## src/rtl/rr_decode_arbiter.sv

```systemverilog
// Round-robin arbiter for a shared write port: registered winner index plus decoded one-hot grant.
// Optional forced release after HOLD_MAX grant cycles when ARB_TIMEOUT_EN is defined.
module rr_decode_arbiter #(
  parameter int SEL_W    = 3,
  parameter int HOLD_MAX = 15,
  parameter int CNT_W    = 4,
  localparam int N       = 2**SEL_W
) (
  input  logic             clk,
  input  logic             rst,
  input  logic [N-1:0]     req,
  input  logic             done,
  output logic [N-1:0]     gnt,
  output logic [SEL_W-1:0] gnt_idx,
  output logic             gnt_valid,
  output logic             timeout
);

  typedef enum logic [1:0] {IDLE, GRANT, GAP} state_t;

  state_t           state, state_nxt;
  logic [SEL_W-1:0] idx_nxt;
  logic             valid_nxt;

  if ((2**CNT_W) <= HOLD_MAX) begin : g_cnt_w_too_small
    $error("CNT_W too narrow for HOLD_MAX");
  end

  // First requester after the last winner, wrapping; the last winner itself is checked last.
  function automatic logic [SEL_W-1:0] rr_pick(input logic [N-1:0] r,
                                               input logic [SEL_W-1:0] last);
    logic [SEL_W-1:0] pick;
    logic [SEL_W-1:0] cand;
    logic             found;
    pick  = last;
    found = 1'b0;
    for (int i = 1; i <= N; i++) begin
      cand = last + SEL_W'(i);
      if (!found && r[cand]) begin
        pick  = cand;
        found = 1'b1;
      end
    end
    return pick;
  endfunction

  function automatic logic [N-1:0] decode(input logic [SEL_W-1:0] idx);
    return {{(N-1){1'b0}}, 1'b1} << idx;
  endfunction

`ifdef ARB_TIMEOUT_EN
  logic [CNT_W-1:0] cnt, cnt_nxt;
  logic             timeout_nxt;
`endif

  always_comb begin
    state_nxt = state;
    idx_nxt   = gnt_idx;
    valid_nxt = 1'b0;
`ifdef ARB_TIMEOUT_EN
    cnt_nxt     = cnt;
    timeout_nxt = 1'b0;
`endif
    case (state)
      IDLE: begin
        if (|req) begin
          idx_nxt   = rr_pick(req, gnt_idx);
          valid_nxt = 1'b1;
          state_nxt = GRANT;
`ifdef ARB_TIMEOUT_EN
          cnt_nxt   = '0;
`endif
        end
      end
      GRANT: begin
        if (done || !req[gnt_idx]) begin
          state_nxt = GAP;
        end else begin
`ifdef ARB_TIMEOUT_EN
          // cnt holds completed grant cycles; this cycle would be number HOLD_MAX.
          if (cnt == CNT_W'(HOLD_MAX - 1)) begin
            state_nxt   = GAP;
            timeout_nxt = 1'b1;
          end else begin
            valid_nxt = 1'b1;
            cnt_nxt   = cnt + 1'b1;
          end
`else
          valid_nxt = 1'b1;
`endif
        end
      end
      GAP:     state_nxt = IDLE;
      default: state_nxt = IDLE;
    endcase
  end

  always_ff @(posedge clk or posedge rst) begin
    if (rst) begin
      state     <= IDLE;
      gnt_idx   <= SEL_W'(N - 1);
      gnt_valid <= 1'b0;
      gnt       <= '0;
    end else begin
      state     <= state_nxt;
      gnt_idx   <= idx_nxt;
      gnt_valid <= valid_nxt;
      gnt       <= valid_nxt ? decode(idx_nxt) : '0;
    end
  end

`ifdef ARB_TIMEOUT_EN
  always_ff @(posedge clk or posedge rst) begin
    if (rst) begin
      cnt     <= '0;
      timeout <= 1'b0;
    end else begin
      cnt     <= cnt_nxt;
      timeout <= timeout_nxt;
    end
  end
`else
  assign timeout = 1'b0;
`endif

endmodule
```

## config.mk

```make
export PLATFORM = sky130hd
export DESIGN_NAME = rr_decode_arbiter
export DESIGN_NICKNAME = d
export VERILOG_FILES = /design/src/rtl/rr_decode_arbiter.sv
export SDC_FILE = /design/constraint.sdc
export NUM_CORES = 1
export LEC_CHECK = 0
export ABC_CLOCK_PERIOD_IN_PS = 4900
export CAP_MARGIN = 20
export CORE_ASPECT_RATIO = 0.7
export CORE_UTILIZATION = 27
export CTS_BUF_LIST = sky130_fd_sc_hd__clkbuf_16
export DETAILED_ROUTE_END_ITERATION = 12
export GPL_TIMING_DRIVEN = 0
export SLEW_MARGIN = 10
export SYNTH_ARGS = -nofsm -noshare
export SYNTH_HDL_FRONTEND = slang
export SYNTH_SLANG_ARGS = --single-unit
```

## constraint.sdc

```tcl
create_clock -name clk -period 4.9 [get_ports clk]
set_input_delay 0.49 -clock clk [delete_from_list [all_inputs] [get_ports clk]]
set_output_delay 0.49 -clock clk [all_outputs]
set_load 0.05 [all_outputs]
```

# After elaboration in Yosys (flattened, before gate mapping)
# Cells that the tools add are included.
word_totals:
  register_bits: 14
  latch_bits: 0
  ram_bits: 0
  romBits: 0
  in_bits: 11
  out_inout_bits: 13
  word_cells: 96
  mem_count: 0
op_classes:
  addsub: 7
  mul: 0
  div_mod_pow: 0
  order_cmp: 8
  n_eq_ne: 3
  n_shift: 1
  muxes: 54
  n_bitwise: 0
  n_reduce_logical: 19
op_table:
  columns: ["cell", "n"]
  rows:
  - ["$lt 3x4->1 const B", 8]
  - ["$mux 1", 31]
  - ["$mux 3", 10]
  - ["$bmux 1 s3", 8]
  - ["$add 3x3->3 const B", 4]
  - ["$logic_not 1->1", 8]
  - ["$mux 8", 1]
  - ["$reduce_or 8->1", 1]
  - ["$shl 1x3->8 const A", 1]
  - ["$logic_and 1x1->1", 7]
  - ["$add 3x2->3 const B", 2]
  - ["$mux 2", 2]
  - ["$ne 2x2->1 const B", 2]
  - ["$pmux 2 s2", 1]
  - ["$add 3x1->3 const B", 1]
  - ["$eq 2x1->1 const B", 1]
  - ["$logic_not 2->1", 1]
  - ["$pmux 1 s2", 1]
  - ["$reduce_and 2->1", 1]
  - ["$logic_or 1x1->1", 1]

# Longest topological paths before layout
depth:
  ltp_word: 43
  depth_mapped: 12
  depth_no_buf: 9

# Worst setup path after synthesis
# No wires, ideal clock.
synth_path:
  path_type: "reg-to-reg"
  start: "register gnt_idx[1]"
  end: "register gnt[5]"
  setup_ns: 0.121
  t_arrival_ns: 3.654
  required_time_ns: 4.779
  path_slack_ns: 1.125
  path_stages_with_launch: 12
  n_path_buf: 2
  synth_period_minus_slack_ns: 3.775
  path_cell_list: "dfstp_2 -> buf_4 -> buf_2 -> inv_1 -> ha_1 -> inv_1 -> mux4_2 -> a31o_4 -> o41ai_4 -> a21oi_2 -> a211oi_4 -> and4b_1"
synth_via:
  elab_chain_cells: 43
  word_cells_on_any_way: 74
  classes_between: "add/sub (7); shift (1); mux (50); reduce/logical (16)"
synth_rtl:
  columns: ["item", "line", "text"]
  rows:
  - ["start, declared", "14", "output logic [SEL_W-1:0] gnt_idx,"]
  - ["start signal, assigned", "101", "gnt_idx <= SEL_W'(N - 1);"]
  - ["start signal, assigned", "106", "gnt_idx <= idx_nxt;"]
  - ["$add 3x1->3", "38", "cand = last + SEL_W'(i);"]
  - ["$bmux 1 s3", "39", "if (!found && r[cand]) begin"]
  - ["$mux 1 (not written as such)", "39", null]
  - ["$mux 1", "39", null]
  - ["$mux 1", "66", "if (|req) begin"]
  - ["$mux 1", "64", "case (state)"]
  - ["$logic_not 1->1", "39", null]
  - ["$logic_and 1x1->1", "39", null]
  - ["[... 28 more ...]", null, null]
  - ["$logic_not 1->1", "39", null]
  - ["$logic_and 1x1->1", "39", null]
  - ["$mux 3", "39", null]
  - ["$mux 3", "66", null]
  - ["$mux 3 *", "64", null]
  - ["via idx_nxt[1]", "22", "logic [SEL_W-1:0] idx_nxt;"]
  - ["$shl 1x3->8 *", "48", "return {{(N-1){1'b0}}, 1'b1} << idx;"]
  - ["$mux 8 *", "108", "gnt <= valid_nxt ? decode(idx_nxt) : '0;"]
  - ["end signal, assigned", "108", null]
  - ["end, declared", "13", "output logic [N-1:0] gnt,"]
# Mark *: on every way through the listed nets, which the timed path passes. The rest lies on a longest branch. The select of a mux whose other input is x is not followed.
# A chain may end at the register's enable or synchronous reset.

# Worst setup path after layout
# Same ends and word-level chain as after synthesis.

==> results by group <==
Worst hold path
  – End point of the most critical hold path: state[1]
  – Min-delay src: state[1]
  – Class of the tightest hold or removal check: flop to flop
  – Depth of the worst hold-timing path: 1

Drt
  – DRC errors left: 0
  – Number of nets still failing antenna checks after routing: 0
  – First-pass iteration count of the detailed router: 4
  – Number of vias after detailed routing: roughly 1400
  – Detailed-route wire length per cell: between 15 and 20 um
  – Wirelength, routed: about 4.2 mm
  – Initial DRC count: around 100
  – Ratio of routed vias to standard cells: 5.463

Clocking
  – Clk slew on worst S/H paths: ~40 ps
  – Max H-tree Level: 1
  – Buffers inserted by post-CTS timing repair: 0
  – Gates resized, CTS repair: 0
  – Number of sinks handled by clock tree synthesis: 14
  – TritonCTS clock tree: done
  – Clock latency of the later-clocked register in the worst-skew pair: 240 ps
  – Cell chosen for the clock root: clkbuf_16
  – Bufs on Longest Clock Path: 2
  – Inserted Clock Buffers: 3
  – CTS hold repair buffers: 0

Logic synthesis
  – Sequential area share after synthesis: 0.2136
  – Number of synthesized flops with an enable pin: 0
  – Per-instance average area after synthesis: approximately 10 sq um
  – Share of flip-flops with an asynchronous set or reset after synthesis: 1.000
  – Count of state elements after synthesis: 14
  – Most frequently used flop master after synthesis: dfrtp_1
  – Post-Synthesis Net Count: 172
  – Netlist area before placement: between 0.0015 and 0.002 sq mm
  – Number of standard cells after synthesis: between 150 and 200
  – Library cells used by synthesis: 55
  – Number of warnings printed during yosys synthesis: 0

Critical path
  – Critical path arrival: roughly 4200 ps
  – Worst reg2reg setup slack: approximately 810 ps
  – R2r worst-path depth: 11
  – Classification of the worst setup path: flop to flop
  – Critical R2R Capture: gnt[5]
  – Source of the worst register-to-register timing path: gnt_idx[1]
  – Kind of capture point of the worst setup path: flop
  – Sort of element at the start of the critical path: flop
  – Critical path fanouts, max: 10
  – Data required time at the worst endpoint: roughly 5000 ps

Timing
  – Time the final worst path needs with I/O delays and setup: ~4100 ps
  – Worst-case headroom to the max-slew limit: 0.4651
  – Fin. Hold Viols: 0
  – Final Cycle Share: 0.8344
  – Slew at the pin closest to its max-slew limit: approximately 800 ps
  – Max-slew violation count: 0
  – Unrepaired setup endpoints after global routing: false
  – Setup total negative slack: 0 ps
  – Clk_skew: around 3 ps
  – Peak Freq: between 200 and 250 MHz
  – Number of endpoints failing setup at the final stage: 0

GRT
  – Wire length of the first global-routing pass: a little over 7 mm
  – Combined global-route utilization of all metal layers: 0.1435
  – Pin count of the biggest net entering global routing: 15
  – Global-route congestion overflow total: 0
  – Via count of the first global-routing pass: ~1300
  – Initial antenna violation count: 0

Placement
  – Final HPWL from detailed placement: around 3.4 mm
  – Buffers added on ports: 21
  – Placer Congestion: 0.8614

Final layout
  – Total of fill cells in the finished design: approximately 600
  – Footprint of the multi-input gates: about 0.0012 sq mm
  – Number of nets in the finished design: roughly 200
  – Most common cell after layout, fill and taps aside: clkdlybuf4s50_1
  – Most frequent cells in the layout: clkdlybuf4s50_1 (21), mux4_2 (12), dfrtp_1 (11)
  – Total area of sequential cells: between 300 and 400 sq um
  – Ant. Diodes: 0
  – Syn-to-layout area delta: 23.09%
  – Share of cells above drive strength 1: 0.2663

Floorplan
  – Top Ports: 24
  – Core Area: between 0.005 and 0.006 sq mm
  – Height of the die: between 60 and 70 um
  – Horizontal extent of the die: approximately 96 um
  – Die Outline Area: approximately 0.0065 sq mm
  – Effective utilization at floorplan: 0.2852
  – Rows: 23

Run status
  – Outcome: finished clean

Job
  – Max-cap violations: 0
## flip-flops by register name, summed over array words and instances (netlist names)
name and cells:
gnt_idx 3, gnt_valid 1, state 2, gnt 8
## through the flow
| step | hold WS [ps] | cell area, sq um | cells | setup WS, ps | util |
|---|---|---|---|---|---|
| final | 465.3 | 2041 | 259 | 811.7 | 0.3511 |
| after global routing | 491.4 | 2041 | 259 | 506.5 | 0.3511 |
| after CTS | 469.0 | 2041 | 259 | 795.3 | 0.3511 |
| after detailed placement | 463.4 | 1962 | 255 | 796.1 | 0.3375 |
| after global placement | 466.9 | 1962 | 255 | 779.9 | 0.3375 |
| after floorplan | 377.1 | 1658 | 159 | 1125 | - |
## how the worst max path moves through the flow
| stage | startpoint | end | slack, ps | depth (start not counted) |
|---|---|---|---|---|
| 2_1_floorplan | gnt_idx[1] | gnt[5] | 1130 | 11 |
| 3_3_place_gp | gnt_idx[1] | gnt[5] | 780 | 11 |
| 3_5_place_dp | gnt_idx[1] | gnt[5] | 800 | 11 |
| 4_1_cts | gnt_idx[1] | gnt[5] | 800 | 11 |
| 5_1_grt | gnt_idx[1] | gnt[1] | 510 | 11 |
| 6_report | gnt_idx[1] | gnt[5] | 810 | 11 |
## synth_stat cells (5+ instances only)
cell / n / area share
nand2_1: 8 / 0.018
mux4_2: 12 / 0.16
inv_1: 7 / 0.016
mux2i_1: 9 / 0.054
mux2_2: 9 / 0.061
dfrtp_1: 11 / 0.17
o21ai_0: 8 / 0.024
nor3_1: 5 / 0.015
buf_2: 5 / 0.015
nor2_1: 6 / 0.014
## area by class of cell
cell class                 instances  share of cell area
sequential                        14              0.1735
timing repair buffer              21              0.1030
multi-input combinational        127              0.5935
buffer                            10             0.03066
inverter                           8             0.01471
tap                               75             0.04598
clock buffer                       3             0.03679
clock inverter                     1            0.001839
## per-layer routing
layer	part of all wire	global-route usage	up-vias	routed length, um
li1	-	-	672	-
met1	0.52	0.2419	690	2207
met2	0.40	0.1875	53	1689
met3	0.079	0.02928	0	334
met4	0	0.005597	0	0
met5	0	0	-	0
## logic make-up (layout without fill, tap and decap cells)
family                     after synthesis  in the layout  synth area share
and+or+nand+nor                         52             52            0.2068
DFF                                     14             14            0.2136
adders and majority gates                2              2           0.01509
AOI/OAI and AO/OA                       35             35            0.1789
xor gates and xnor gates                 5              5           0.03547
buffers and inverters                   18             43           0.05584
other                                    1              1          0.002262
muxes                                   32             32            0.2921
## critical path: stages (launching register included)
cell and delay [ps]:
dfstp_2 540, buf_4 200, buf_2 290, inv_1 170, ha_1 440, inv_1 250, mux4_2 570, a31o_4 260
o41ai_4 460, a21oi_2 80, a211oi_4 450, and4b_1 250
Power is not shown: default switching activity piles up to over one toggle a cycle in this logic, so the estimate is an artifact.
